$ cat src/rtl/shifter_seq_if.sv
// +----------------------------------------------------------------------+
// | shifter_seq_if : start/busy/done handshake bundle for shifter_seq    |
// | Revision: 1.0                                                        |
// +----------------------------------------------------------------------+
`default_nettype none

interface shifter_seq_if #(
  parameter int WIDTH = 32,
  parameter int SHW   = $clog2(WIDTH)
);
  logic             start;
  logic [2:0]       op;
  logic [WIDTH-1:0] din;
  logic [SHW-1:0]   shamt;
  logic             busy;
  logic             done;
  logic [WIDTH-1:0] dout;

  modport master (
    output start, op, din, shamt,
    input  busy, done, dout
  );

  modport slave (
    input  start, op, din, shamt,
    output busy, done, dout
  );
endinterface

`default_nettype wire

$ cat src/rtl/shifter_seq.sv
// +----------------------------------------------------------------------+
// | shifter_seq : multi-cycle shift unit, up to STEP bit positions/cycle |
// | Optional rotate ops (ROL/ROR) under macro SHIFTER_SEQ_ROTATE_EN      |
// | Revision: 1.0                                                        |
// +----------------------------------------------------------------------+
`default_nettype none

module shifter_seq #(
  parameter int WIDTH = 32,
  parameter int SHW   = $clog2(WIDTH),
  parameter int STEP  = 1
) (
  input  logic          clk,
  input  logic          reset,
  shifter_seq_if.slave  bus
);

  localparam int           SW     = SHW + 1;
  localparam logic [SW-1:0] STEP_W = SW'(STEP);
`ifdef SHIFTER_SEQ_ROTATE_EN
  localparam logic [SW-1:0] WIDTH_W = SW'(WIDTH);
`endif

  localparam logic [2:0] OP_SLL = 3'b010;
  localparam logic [2:0] OP_SRL = 3'b011;
  localparam logic [2:0] OP_SRA = 3'b100;
`ifdef SHIFTER_SEQ_ROTATE_EN
  localparam logic [2:0] OP_ROL = 3'b101;
  localparam logic [2:0] OP_ROR = 3'b110;
`endif

  typedef enum logic [1:0] {
    S_IDLE  = 2'd0,
    S_SHIFT = 2'd1,
    S_DONE  = 2'd2
  } state_t;

  state_t           state_q, state_d;
  logic [2:0]       op_q, op_d;
  logic [SHW-1:0]   rem_q, rem_d;
  logic [WIDTH-1:0] dout_q, dout_d;
  logic             busy_q, done_q;

  logic             op_valid;
  logic [SW-1:0]    step_amt;
  logic [WIDTH-1:0] shifted;

  always_comb begin
    op_valid = 1'b0;
    case (bus.op)
      OP_SLL, OP_SRL, OP_SRA: op_valid = 1'b1;
`ifdef SHIFTER_SEQ_ROTATE_EN
      OP_ROL, OP_ROR:         op_valid = 1'b1;
`endif
      default:                op_valid = 1'b0;
    endcase
  end

  // Bits moved this cycle: the full step, or whatever is left if smaller.
  always_comb begin
    step_amt = ({1'b0, rem_q} < STEP_W) ? {1'b0, rem_q} : STEP_W;
  end

  always_comb begin
    shifted = dout_q;
    case (op_q)
      OP_SLL:  shifted = dout_q << step_amt;
      OP_SRL:  shifted = dout_q >> step_amt;
      OP_SRA:  shifted = $unsigned($signed(dout_q) >>> step_amt);
`ifdef SHIFTER_SEQ_ROTATE_EN
      OP_ROL:  shifted = (dout_q << step_amt) | (dout_q >> (WIDTH_W - step_amt));
      OP_ROR:  shifted = (dout_q >> step_amt) | (dout_q << (WIDTH_W - step_amt));
`endif
      default: shifted = dout_q;
    endcase
  end

  always_comb begin
    state_d = state_q;
    op_d    = op_q;
    rem_d   = rem_q;
    dout_d  = dout_q;
    case (state_q)
      // A zero remaining count on entry still spends one cycle here (N >= 1).
      S_SHIFT: begin
        if (rem_q == '0) begin
          state_d = S_DONE;
        end else begin
          dout_d = shifted;
          rem_d  = rem_q - step_amt[SHW-1:0];
          if (rem_d == '0) begin
            state_d = S_DONE;
          end
        end
      end
      default: begin
        state_d = S_IDLE;
        if (bus.start) begin
          op_d    = bus.op;
          rem_d   = op_valid ? bus.shamt : '0;
          dout_d  = op_valid ? bus.din : '0;
          state_d = S_SHIFT;
        end
      end
    endcase
  end

  always_ff @(posedge clk or posedge reset) begin
    if (reset) begin
      state_q <= S_IDLE;
      op_q    <= '0;
      rem_q   <= '0;
      dout_q  <= '0;
      busy_q  <= 1'b0;
      done_q  <= 1'b0;
    end else begin
      state_q <= state_d;
      op_q    <= op_d;
      rem_q   <= rem_d;
      dout_q  <= dout_d;
      busy_q  <= (state_d == S_SHIFT);
      done_q  <= (state_d == S_DONE);
    end
  end

  assign bus.busy = busy_q;
  assign bus.done = done_q;
  assign bus.dout = dout_q;

endmodule

`default_nettype wire
$ cat src/flat_wrapper.sv
// flat-port wrapper written by rule: the top's interface ports become plain ports
module shifter_seq_flat 
#(
  parameter int WIDTH = 32,
  parameter int SHW   = $clog2(WIDTH),
  parameter int STEP  = 1
)
  (clk, reset, bus_start, bus_op, bus_din, bus_shamt, bus_busy, bus_done, bus_dout);
  shifter_seq_if #(.WIDTH(WIDTH), .SHW(SHW)) bus_i ();
  input  logic clk;
  input  logic reset;
  input wire logic [$bits(bus_i.start)-1:0] bus_start;
  input wire logic [$bits(bus_i.op)-1:0] bus_op;
  input wire logic [$bits(bus_i.din)-1:0] bus_din;
  input wire logic [$bits(bus_i.shamt)-1:0] bus_shamt;
  output wire logic [$bits(bus_i.busy)-1:0] bus_busy;
  output wire logic [$bits(bus_i.done)-1:0] bus_done;
  output wire logic [$bits(bus_i.dout)-1:0] bus_dout;
  assign bus_i.start = bus_start;
  assign bus_i.op = bus_op;
  assign bus_i.din = bus_din;
  assign bus_i.shamt = bus_shamt;
  assign bus_busy = bus_i.busy;
  assign bus_done = bus_i.done;
  assign bus_dout = bus_i.dout;
  shifter_seq #(.WIDTH(WIDTH), .SHW(SHW), .STEP(STEP)) u_core (.clk(clk), .reset(reset), .bus(bus_i));
endmodule
$ cat config.mk
export PLATFORM = sky130hd
export DESIGN_NAME = shifter_seq_flat
export DESIGN_NICKNAME = d
export VERILOG_FILES = /design/src/rtl/shifter_seq_if.sv /design/src/rtl/shifter_seq.sv /design/src/flat_wrapper.sv
export SDC_FILE = /design/constraint.sdc
export NUM_CORES = 1
export LEC_CHECK = 0
export CORE_MARGIN = 2
export CORE_UTILIZATION = 25
export DETAILED_ROUTE_END_ITERATION = 8
export DONT_BUFFER_PORTS = 1
export GPL_ROUTABILITY_DRIVEN = 0
export SYNTH_ARGS = -nofsm -noshare
export SYNTH_HDL_FRONTEND = slang
export SYNTH_SLANG_ARGS = --single-unit
$ cat constraint.sdc
create_clock -name clk -period 3.71 [get_ports clk]
set_clock_uncertainty 0.15 [all_clocks]
set_input_delay 0.1855 -clock clk [delete_from_list [all_inputs] [get_ports clk]]
set_output_delay 0.1855 -clock clk [all_outputs]
set_load 0.03 [all_outputs]
======== Word-level counts from Yosys, hierarchy flattened ========
Cells that the tools add are included.
storage, ports and cells
  flip-flop bits (word level) ............. 44
  output and inout port bits .............. 34
  word-level logic and storage cells ...... 45
cells by class
  add/sub/neg operators ................... 1
  $lt $le $gt $ge ......................... 1
  equality and inequality tests ........... 11
  shifts and indexed selects .............. 3
  multiplexer cells ....................... 15
  bitwise logic cells ..................... 1
  reduce and logical (&&, ||, !) cells .... 7
operator list
  cell                count
  $mux 32             4
  $pmux 32 s3         1
  $shl 32x6->32       1
  $shr 32x6->32       1
  $sshr 32x6->32      1
  $mux 5              5
  $eq 3x2->1 const B  4
  $logic_not 5->1     2
  $eq 3x3->1 const B  2
  $mux 2              3
  $lt 5x1->1 const B  1
  $sub 5x5->5         1
  $eq 2x1->1 const B  2
  $ne 4x1->1 const B  1
  $reduce_and 2->1    2
  $reduce_and 3->1    1
  $reduce_or 3->1     1
  $eq 2x2->1 const B  1
  $mux 1              2
  $ne 2x2->1 const B  1
  $reduce_bool 2->1   1
  $not 1->1           1

======== Depth between registers and ports, before layout ========
  depth in word-level cells ............... 8
  gate-level depth with buffers ........... 7
  gate-level depth less buffers ........... 7

======== Worst setup path after synthesis ========
No wires, ideal clock.
  path kind ............................... reg2reg
  start point ............................. register u_core.op_q[1]
  end point ............................... register u_core.dout_q[22], in the netlist u_core.bus.dout[22]
  library setup time ...................... 0.126 ns
  arrival time ............................ 1.804 ns
  setup slack ............................. 1.631 ns
  cell stages (with the launch flop) ...... 7
  period minus slack after synthesis ...... 2.079 ns
  cells stage by stage .................... dfrtp_1 nor2b_2 a21oi_2 clkbuf_1 mux2_2 a221oi_1 nor2_1
between the ends
  cells in the longest elaborated chain, start to end .. 4
  elaborated cells between the ends (all ways) .. 8
RTL lines
  element                                          RTL line            source
  start, declared                                  shifter_seq.sv:39   logic [2:0] op_q, op_d;
  start signal, assigned                           shifter_seq.sv:118  op_q <= op_d;
  $eq 3x3->1 / $eq 3x2->1 (equally long branches)  shifter_seq.sv:66   case (op_q)
  $pmux 32 s3                                      shifter_seq.sv:66
  $mux 32                                          shifter_seq.sv:86   if (rem_q == '0) begin
  $mux 32                                          shifter_seq.sv:83   case (state_q)
  end signal, assigned                             shifter_seq.sv:120  dout_q <= dout_d;
  end, declared                                    shifter_seq.sv:41   logic [WIDTH-1:0] dout_q, dout_d;
Several ways; a longest one is shown, not always the timed one. The select of a mux whose other input is x is not followed.
A chain may end at the register's enable or synchronous reset.

======== Worst setup path after layout ========
  start point ............................. register u_core.state_q[1]
  end point ............................... register u_core.rem_q[4]
between the ends
  cells in the longest elaborated chain, start to end .. 3
  elaborated cells between the ends (all ways) .. 5
RTL lines
  element                                                                  RTL line            source
  start, declared                                                          shifter_seq.sv:38   state_t state_q, state_d;
  start signal, assigned                                                   shifter_seq.sv:117  state_q <= state_d;
  $eq 2x1->1 (*)                                                           shifter_seq.sv:83
  $ne 2x2->1 (no source line) / $reduce_bool 2->1 (equally long branches)  -
  $reduce_and 2->1 (no source line)                                        -
  end signal, assigned                                                     shifter_seq.sv:119  rem_q <= rem_d;
  end, declared                                                            shifter_seq.sv:40   logic [SHW-1:0] rem_q, rem_d;
Every way passes the cells marked *; elsewhere a longest branch is shown, timed or not.

==> impl_metrics.tcl <==
set metrics [dict create \
    routedWlPerCell_um 16.7 \
    synth_nets 321 \
    syn2layout_area_growth_pct 17.4 \
    die_area_sq_mm 0.0115 \
    path_cells "nand2b_1 -> and2_1 -> a32oi_1 -> dlygate4sd3_1 -> o41ai_1" \
    totalPowerFinal_uw 3560 \
    viasPerCell 5.07 \
    final_cells 433 \
    post-route-period-util_pct 73.1 \
    numCtsBuffers 5 \
    netSwitchingPower_uw 1810 \
    die_w_um 107 \
    yosys_warnings 0 \
    cts_max_level 2 \
    post_cts_buffers 0 \
    critPathTopFamily "simple AND/OR/NAND/NOR gates" \
    fmax_mhz 369 \
    initial_utilization_pct 25.8 \
    drc 0 \
    grt_pass1_wl_um 12000 \
    p_int_uw 1750 \
    cts_tree "yes" \
    chipHeight_um 107 \
    worstSkewPairLatency_ns 0.30 \
    final_hold_viol_count 0 \
    synth_common_cells "nand2_1, dfrtp_1, nor2_1" \
    place.detailed.hpwl_um 4970 \
    path_buf_inv 1 \
    placedCellCount 398 \
    slowest_delay_ns 0.83 \
    synth.ff_latch_count 44 \
    syn_area_per_cell_sq_um 9.66 \
    synth_area_leaders "dfrtp_1, mux2_2, nand2_1" \
    critPathKind "flop to flop" \
    synth_edf_count 0 \
    cp_max_fo 18 \
    vias 2194 \
    ant_nets 0 \
    nets 341 \
    leakagePower_uw 0.00126 \
    min_path_type "input port to flop" \
    period_needed_ns 2.71 \
    status "complete, no violations" \
    setup_viol 0 \
    ctsResizeCount 0 \
    seqPwrFrac_pct 37.8 \
    cts_buffer_depth 2 \
    diodes 0 \
    synth_area_sq_mm 0.00268 \
    p_clk_share_pct 12.2 \
    seqCellArea_sq_mm 0.00110 \
    place_area_sq_mm 0.00273 \
    fin_tns_setup_ns 0 \
    async_reset_ff_share_pct 100 \
    drt-total-wl_um 7230 \
    std_cell_rows 37 \
    grt_max_degree 45 \
    cts-root-buf "clkbuf_8" \
    critPathLaunchType "flop" \
    max-cap-violations 0 \
    grt_usage_pct 13.0 \
    cp.required_ns 3.75 \
    yosysMostFrequentCell "nand2_1" \
    drive_above_1_share_pct 30.0 \
    fp.coreArea_sq_mm 0.0104 \
    setup.worst_path.end_class "flop" \
    synthFlopType "dfrtp_1" \
    drtIter0Drc 132 \
    n_fill_cell 1101 \
    cts_sinks 44 \
    cp_slowest_cell "and2_1" \
    stdcell_area_sq_mm 0.00314 \
    synth_top_area_share_pct 41.2 \
    holdWs_ns 0.0182 \
    port_buffers 0 \
    rsz0062_at_grt "false" \
    io_pins 77 \
    maxSlewHeadroom_pct 36.0 \
    firstDrtPassIters 4 \
    peakVddDrop_mv 0.340 \
    arrival_ns 2.76 \
    path_clk_slew_ns 0.09 \
    syn_inst 277 \
    switching_share_pct 50.9 \
    comb_power_share_pct 49.9 \
    yosysUniqueCellTypes 39 \
    drv_slew 0 \
    overflow 0 \
    grt_pass1_vias 2288 \
    grt_antenna_before_repair 0 \
    multi_input_area_sq_mm 0.00141 \
    yosys.area.top_type "dfrtp_1" \
    p_per_area_mw_per_mm2 1130 \
    worst_pin_slew_ns 0.959 \
    seq_area_frac_synth_pct 41.2 \
]
## placed cells by master (no fill, tap or decap), types with 2 or more instances in the layout
cell	n
mux2i_1	2
a31oi_1	3
nor2b_1	2
o21ai_2	15
o41ai_1	3
nand3_1	5
inv_1	2
nand2_1	49
clkbuf_8	5
a221oi_2	11
a31o_2	14
o21ai_0	3
mux2_2	20
a21oi_1	18
dfrtp_1	44
bufinv_16	2
nor3_1	2
buf_4	5
a221oi_1	5
nor2_2	11
dlygate4sd3_1	28
nor2_1	31
## area by class of cell
type                       instances  area share [%]
sequential                        44            35.0
multi-input combinational        210            45.0
clock buffer                       5            2.19
inverter                           3           0.358
timing repair buffer              33            10.1
clock inverter                     2            1.91
tap                              136            5.42
## through the flow
stage	util, %	setup WS (ns)
after floorplan	-	1.63
after global placement	26.4	1.29
after detailed placement	26.4	1.29
after CTS	30.3	0.993
after global routing	30.3	0.783
final	30.3	0.999
## routing by layer
layer  vias up  wire length (um)  global-route usage (%)
li1       1043                 -                       -
met1      1094              3260                    16.5
met2        50              3570                    22.1
met3         7               309                    2.91
met4         0                93                    3.85
met5         -                 0                       0
## worst min-delay path, cell delays in order
cell      delay (ns)
nor2_1          0.07
a311oi_1        0.05
a21oi_1         0.12
## cells by family (layout without fill, tap and decap cells)
| group | count (synthesis) | in the layout | share of synthesized area, % |
|---|---|---|---|
| multiplexers | 22 | 22 | 9.17 |
| flip-flops | 44 | 44 | 41.2 |
| AO/OA/AOI/OAI | 80 | 80 | 25.4 |
| AND/OR/NAND/NOR | 107 | 107 | 17.8 |
| adder cells (fa/ha/maj) | 1 | 1 | 0.468 |
| buffers and inverters | 23 | 43 | 6.08 |
## timing repair
item / CTS / global route
endpoints found under the hold margin: 70 / 0
endpoints found under the setup margin: 0 / 0
hold buffers: 28 / 0
## path summary, 6_finish.rpt
path	depth (start not counted)	startpoint	end	slack (ns)
setup / recovery	5	u_core.state_q[1]	u_core.rem_q[4]	1.0
hold / removal	3	bus_start	u_core.rem_q[0]	0.02
setup reg to reg	5	u_core.state_q[1]	u_core.rem_q[4]	1.0
hold reg to reg	1	u_core.op_q[1]	u_core.op_q[1]	0.41
max in group asynchronous	2	reset	u_core.bus.dout[15]	2.41
min in group asynchronous	2	reset	u_core.bus.dout[2]	0.41
## power groups by stage
stage | Clock [uW] | Sequential, uW | Combinational [uW]
after floorplan | 0 | 1260 | 1610
final | 435 | 1350 | 1780
after global routing | 468 | 1390 | 2020
after CTS | 448 | 1350 | 1790
after global placement | 0 | 1350 | 1720
after detailed placement | 0 | 1360 | 1750
## state kept, by name (all words and copies together), names as in the netlist
signal,cells
u_core.bus.done,1
u_core.state_q,2
u_core.op_q,3
u_core.bus.busy,1
u_core.bus.dout,32
u_core.rem_q,5
No activity file was read; power rests on OpenSTA's default activity.
